$ cat config.mk
export PLATFORM = sky130hd
export DESIGN_NAME = sram_song_loader
export DESIGN_NICKNAME = d
export VERILOG_FILES = /design/src/rtl/sram_song_loader.sv
export SDC_FILE = /design/constraint.sdc
export NUM_CORES = 1
export LEC_CHECK = 0
export CAP_MARGIN = 20
export CORE_ASPECT_RATIO = 1.25
export CORE_UTILIZATION = 51
export DETAILED_ROUTE_END_ITERATION = 10
export PLACE_DENSITY_LB_ADDON = 0.15
export SLEW_MARGIN = 20
export SYNTH_ARGS = -nofsm -noshare
export SYNTH_HDL_FRONTEND = slang
export SYNTH_SLANG_ARGS = --single-unit
$ cat constraint.sdc
create_clock -name clk -period 2.4 [get_ports clk]
set_input_delay 0.24 -clock clk [delete_from_list [all_inputs] [get_ports clk]]
set_output_delay 0.24 -clock clk [all_outputs]
set_load 0.01 [all_outputs]
$ cat src/rtl/sram_song_loader.sv
// Song loader: packs a host byte stream (low byte first) into 16-bit words and
// writes them to the external async SRAM from address 0 until the terminator word.
//
// state   | meaning
// --------+-----------------------------------------------------------------
// S_IDLE  | bus released, bytes ignored, waiting for load_start
// S_LO    | bus owned, waiting for low byte of the next word
// S_HI    | waiting for high byte
// S_SETUP | address/data driven, WE still high (setup time)
// S_WRITE | WE low for WE_CYCLES clocks, timed by a down-counter
// S_HOLD  | WE high, data held; count the word and pick next address or finish
module sram_song_loader #(
   parameter int unsigned WE_CYCLES = 3,
   parameter logic [15:0] END_WORD  = 16'hFFFF,
   parameter logic [17:0] MAX_ADDR  = 18'h3FFFF
) (
   input  logic        clk,
   input  logic        rst_n,
   input  logic        load_start,
   input  logic        byte_valid,
   input  logic [7:0]  byte_data,
   output logic        byte_ready,
   output logic        sram_WE,
   output logic        sram_CE,
   output logic        sram_OE,
   output logic        sram_LB,
   output logic        sram_UB,
   output logic [17:0] sram_addr,
   output logic [15:0] sram_dout,
   output logic        sram_drive,
   output logic        load_busy,
   output logic        load_done,
   output logic        load_overflow,
   output logic [17:0] word_count
);

   typedef enum logic [2:0] {
      S_IDLE, S_LO, S_HI, S_SETUP, S_WRITE, S_HOLD
   } state_t;

   localparam logic [3:0] WE_LOAD = 4'(WE_CYCLES - 1);

   state_t      state_q;
   logic [3:0]  we_cnt_q;
   logic [17:0] addr_q, addr_d;
   logic [15:0] dout_q;
   logic [17:0] word_count_q, word_count_d;
   logic        we_n_q, busy_q, drive_q, ready_q, done_q, ovf_q;
   logic        xfer;

   assign xfer         = byte_valid & ready_q;
   assign addr_d       = addr_q + 18'd1;
   assign word_count_d = (word_count_q == '1) ? word_count_q : word_count_q + 18'd1;

   always_ff @(posedge clk or negedge rst_n) begin
      if (!rst_n) begin
         state_q      <= S_IDLE;
         we_cnt_q     <= '0;
         addr_q       <= '0;
         dout_q       <= '0;
         word_count_q <= '0;
         we_n_q       <= 1'b1;
         busy_q       <= 1'b0;
         drive_q      <= 1'b0;
         ready_q      <= 1'b0;
         done_q       <= 1'b0;
         ovf_q        <= 1'b0;
      end else begin
         case (state_q)
            S_IDLE: begin
               if (load_start) begin
                  addr_q       <= '0;
                  word_count_q <= '0;
                  done_q       <= 1'b0;
                  ovf_q        <= 1'b0;
                  busy_q       <= 1'b1;
                  ready_q      <= 1'b1;
                  state_q      <= S_LO;
               end
            end
            S_LO: begin
               if (xfer) begin
                  dout_q[7:0] <= byte_data;
                  state_q     <= S_HI;
               end
            end
            S_HI: begin
               if (xfer) begin
                  dout_q[15:8] <= byte_data;
                  ready_q      <= 1'b0;
                  drive_q      <= 1'b1;
                  state_q      <= S_SETUP;
               end
            end
            S_SETUP: begin
               we_n_q   <= 1'b0;
               we_cnt_q <= WE_LOAD;
               state_q  <= S_WRITE;
            end
            S_WRITE: begin
               if (we_cnt_q == 4'd0) begin
                  we_n_q  <= 1'b1;
                  state_q <= S_HOLD;
               end else begin
                  we_cnt_q <= we_cnt_q - 4'd1;
               end
            end
            S_HOLD: begin
               word_count_q <= word_count_d;
               drive_q      <= 1'b0;
               // Terminator wins over overflow when both land on the last address
               if (dout_q == END_WORD) begin
                  done_q  <= 1'b1;
                  busy_q  <= 1'b0;
                  state_q <= S_IDLE;
               end else if (addr_q == MAX_ADDR) begin
                  ovf_q   <= 1'b1;
                  busy_q  <= 1'b0;
                  state_q <= S_IDLE;
               end else begin
                  addr_q  <= addr_d;
                  ready_q <= 1'b1;
                  state_q <= S_LO;
               end
            end
            default: begin
               we_n_q  <= 1'b1;
               busy_q  <= 1'b0;
               drive_q <= 1'b0;
               ready_q <= 1'b0;
               state_q <= S_IDLE;
            end
         endcase
      end
   end

   // Chip and byte enables follow bus ownership; reads never happen here
   assign sram_CE       = ~busy_q;
   assign sram_LB       = ~busy_q;
   assign sram_UB       = ~busy_q;
   assign sram_OE       = 1'b1;
   assign sram_WE       = we_n_q;
   assign sram_addr     = addr_q;
   assign sram_dout     = dout_q;
   assign sram_drive    = drive_q;
   assign byte_ready    = ready_q;
   assign load_busy     = busy_q;
   assign load_done     = done_q;
   assign load_overflow = ovf_q;
   assign word_count    = word_count_q;

endmodule
==> impl.org <==
** Critical path
- The critical path is of the reg -> reg type.
- STA classifies the critical path startpoint as a register.
- Max Fanout on Critical Path :: 23
- Setup crit end kind :: register
- Required arrival time at the worst endpoint :: 2.66 ns
- Data arrival at the endpoint of the critical path :: 2.48 ns
- Setup slack of the most critical reg-to-reg path :: 0.18 ns

** Finish
- Final core utilization :: 71.0%
- From synthesis to final layout, the design area changed by 32.4%.
- Number of nets at the end of the flow :: 445
- Ratio of cells with drive above 1 in the final layout :: 15.0%
- Diodes inserted :: 0
- Most common cell after layout, fill and taps aside :: clkdlybuf4s50_1
- Counting the fill cells in the layout gives 507.
- Leaving out fill and tap cells, the most frequent cells in the layout are 71 x clkdlybuf4s50_1, 64 x dfrtp_1, 33 x nand2_1.

** Power and ir drop
- The internal portion of the total power is 2760 uW.
- Summing internal, switching and leakage power gives 4120 uW.
- The worst-case IR drop observed on VDD is 789 uV.
- Summed over all nets, the switching power comes to 1360 uW.
- Leakage dissipation :: 0.00179 uW
- Proportion of power drawn by the clock network :: 27.5%
- Sequential share of power :: 38.2%
- Switching Share :: 33.0%
- Of the total power, combinational logic draws 34.2%.
- Pwr per Cell Area :: 929 nW/um^2

** Drt
- Using the TritonRoute via totals, the vias-per-cell ratio works out to 5.78.
- Total wirelength of the detailed-routed design :: 8030 um
- Total number of vias :: 3000
- In this run, the number of DRC markers left after iteration 0 of detailed routing was 136.
- In this run the remaining antenna-violating nets after routing total 0.
- Number of detailed-routing iterations run before antenna repair :: 4
- Number of DRC violations after detailed routing :: 0
- DR WL/cell :: 15.5 um

** Logic synthesis
- Most frequently used flop master after synthesis :: dfrtp_1
- Synthesis instantiated 54 different standard cells from the library.
- Part of the Yosys area used for sequential elements :: 48.6%
- Number of synthesis warnings :: 0
- After synthesis, the share of flip-flops with an asynchronous set or reset is 100%.
- The mapped netlist covers 3350 sq um.
- dfrtp_1 takes more of the synthesized area than any other cell.
- The synthesized design contains 0 enable-type register cells.
- Each instance of the synthesized netlist takes up on average 9.65 sq um.
- After synthesis, the largest area contributor takes up 47.8% of total cell area.
- By area the synthesized netlist is led by dfrtp_1 48%, mux2_2 5.4%, o21ai_0 4.2%, nand2_1 3.7%, a21oi_1 3.6%.
- After technology mapping, the gate count stands at 347.
- The synthesized design contains 65 register bits.
- Syn Nets :: 363

** STA
- Timing would allow up to 0.451 GHz.
- Clock Skews :: 0.00951 ns
- Setup violations, final :: 0
- Worst hold margin :: 0.441 ns
- Final hold violations :: 0
- The clock period could shrink to 2.22 ns.
- Setup repair after global routing missed its margin :: false
- In this run the tightest slew margin relative to its limit is 64.7%.
- Accumulated negative setup slack :: 0 ns
- The final count of pins violating max slew is 0.
- Pin slew with the least headroom to its limit :: 0.529 ns
- After layout, the worst path uses 92.5% of the clock period.

** Floorplan
- Starting Density :: 53.6%
- Std-Cell Rows :: 32
- The floorplan step defined a die boundary enclosing 6900 sq um.
- Height of the chip :: 92.6 um
- I/O pin count :: 74
- Area of the placeable core :: 6250 sq um
- Width of the chip :: 74.5 um

** Outcome
- Run status :: finished clean

** Run
- Max-capacitance violation count :: 0

** CTS
- TritonCTS built the clock tree.
- The number of clock buffers added by TritonCTS is 9.
- Largest buffer count on any clock path :: 2
- The clock reaches the later pin of the worst-skew pair after 0.35 ns.
- Cell at the root of the clock tree :: clkbuf_8
- The clock tree synthesis step divided the H-tree into 3 levels.
- Number of sinks on the clock net :: 65
- After clock tree synthesis, the clock-pin slew on the worst setup and hold paths is 0.08 ns.

** Min path
- Hold crit path type :: in -> async

** Global routing
- Global routing used 25.2% of the available tracks.
- Global routing finished with a remaining overflow of 0.
- Largest net degree at the start of global routing :: 37
- The first global-routing pass estimated 13300 um of wire.
- The via count of the first global-routing pass came to 2943.
- Antenna violations before repair :: 0

** Placed design
- Port buffering added 72 buffers.
- Summed over all nets, the half-perimeter wirelength after detailed placement is 5630 um.
- At the end of routability-driven placement, the weighted congestion stood at 0.908.
[registers in the layout, summed over array words and instances, names as in the netlist, 3 cells and up]
| name | count |
|---|---|
| sram_addr | 18 |
| state_q | 3 |
| word_count | 18 |
| we_cnt_q | 4 |
| sram_dout | 16 |
[power by group through the flow]
stage                     logic (uW)  registers (uW)  clock network [uW]
final                           1410            1580                1140
after global routing            1530            1620                1190
after CTS                       1420            1580                1150
after detailed placement        1400            1590                   0
after global placement          1370            1590                   0
after floorplan                  703            1630                   0
[final cells by class]
type                    instances  area (sq um)  share of cell area (%)
repair buffers                 87           831                    18.7
flip-flops and latches         65          1630                    36.7
inverters                      10          37.5                   0.846
well taps                      85           106                    2.40
multi-input cells             256          1590                    35.9
clock buffers                   9           124                    2.79
clock inverters                 7           119                    2.68
[per-layer routing]
layer / global-route usage, % / wire (um) / share of wire, %
met5: 0 / 0 / 0
met1: 31.6 / 3460 / 43
met3: 4.46 / 365 / 4.5
met4: 9.75 / 113 / 1.4
met2: 42.5 / 4090 / 51
[metrics by stage]
| step | cell area [sq um] | std cells | setup WS, ns |
|---|---|---|---|
| finish | 4440 | 519 | 0.180 |
| global route | 4440 | 519 | 0.000194 |
| CTS | 4430 | 519 | 0.141 |
| detailed placement | 4180 | 502 | 0.168 |
| global placement | 4180 | 502 | 0.243 |
| floorplan | 3350 | 347 | 0.392 |
[cell usage after synthesis, types with 2 or more instances]
cell type and instances:
o22a_1 2, nand2_1 33, mux2_2 16, a21oi_1 24
dfrtp_1 64, buf_2 4, and3_1 4, ha_1 4
clkbuf_1 6, nand3_1 16, nor2_1 29, a31oi_1 9
and2_1 2, nand4_1 13, buf_6 3, or4_1 5
o31ai_1 7, a32o_1 2, a21o_1 3, o21a_1 2
nor3_1 8, or3_1 6, nor3_2 3, o21ai_0 28
nand2b_1 4, nor2_2 3, o21ai_1 8, inv_1 10
mux2i_1 2, buf_4 3
[worst paths after layout]
check / startpoint / to / cells past startpoint
min in group clk: we_cnt_q[0]$_DFFE_PN0P_ / we_cnt_q[0]$_DFFE_PN0P_ / 1
max in group asynchronous: rst_n / sram_WE$_DFFE_PN1P_ / 3
max reg2reg: sram_addr[0]$_DFFE_PN0P_ / sram_addr[5]$_DFFE_PN0P_ / 8
min reg2reg: we_cnt_q[0]$_DFFE_PN0P_ / we_cnt_q[0]$_DFFE_PN0P_ / 1
min: rst_n / sram_addr[3]$_DFFE_PN0P_ / 3
max: sram_addr[0]$_DFFE_PN0P_ / sram_addr[5]$_DFFE_PN0P_ / 8
[worst max-delay path: stages (launching register included)]
cell and delay (ns):
dfrtp_1 0.44, ha_1 0.25, nand3_2 0.14, nor2_2 0.25
a41oi_4 0.16, a21oi_4 0.49, buf_4 0.22, o21ai_0 0.08
o21ai_0 0.09
[cells by family after synthesis]
logic type | after synthesis | share of synthesized area, %
and+or+nand+nor | 134 | 20.8
DFF | 65 | 48.6
buffers and inverters | 26 | 4.07
AOI/OAI and AO/OA | 97 | 18.4
xor gates and xnor gates | 2 | 0.523
adders and majority gates | 4 | 1.49
muxes | 18 | 5.98
other | 1 | 0.112
[repair_timing]
| item | 4_1_cts | 5_1_grt |
|---|---|---|
| hold endpoints to repair | 64 | 0 |
| setup endpoints to repair | 0 | 10 |
| gates resized for setup | 0 | 1 |
| buffers inserted | 0 | 0 |
| hold buffers | 1 | 0 |
No activity file was read; power rests on OpenSTA's default activity.
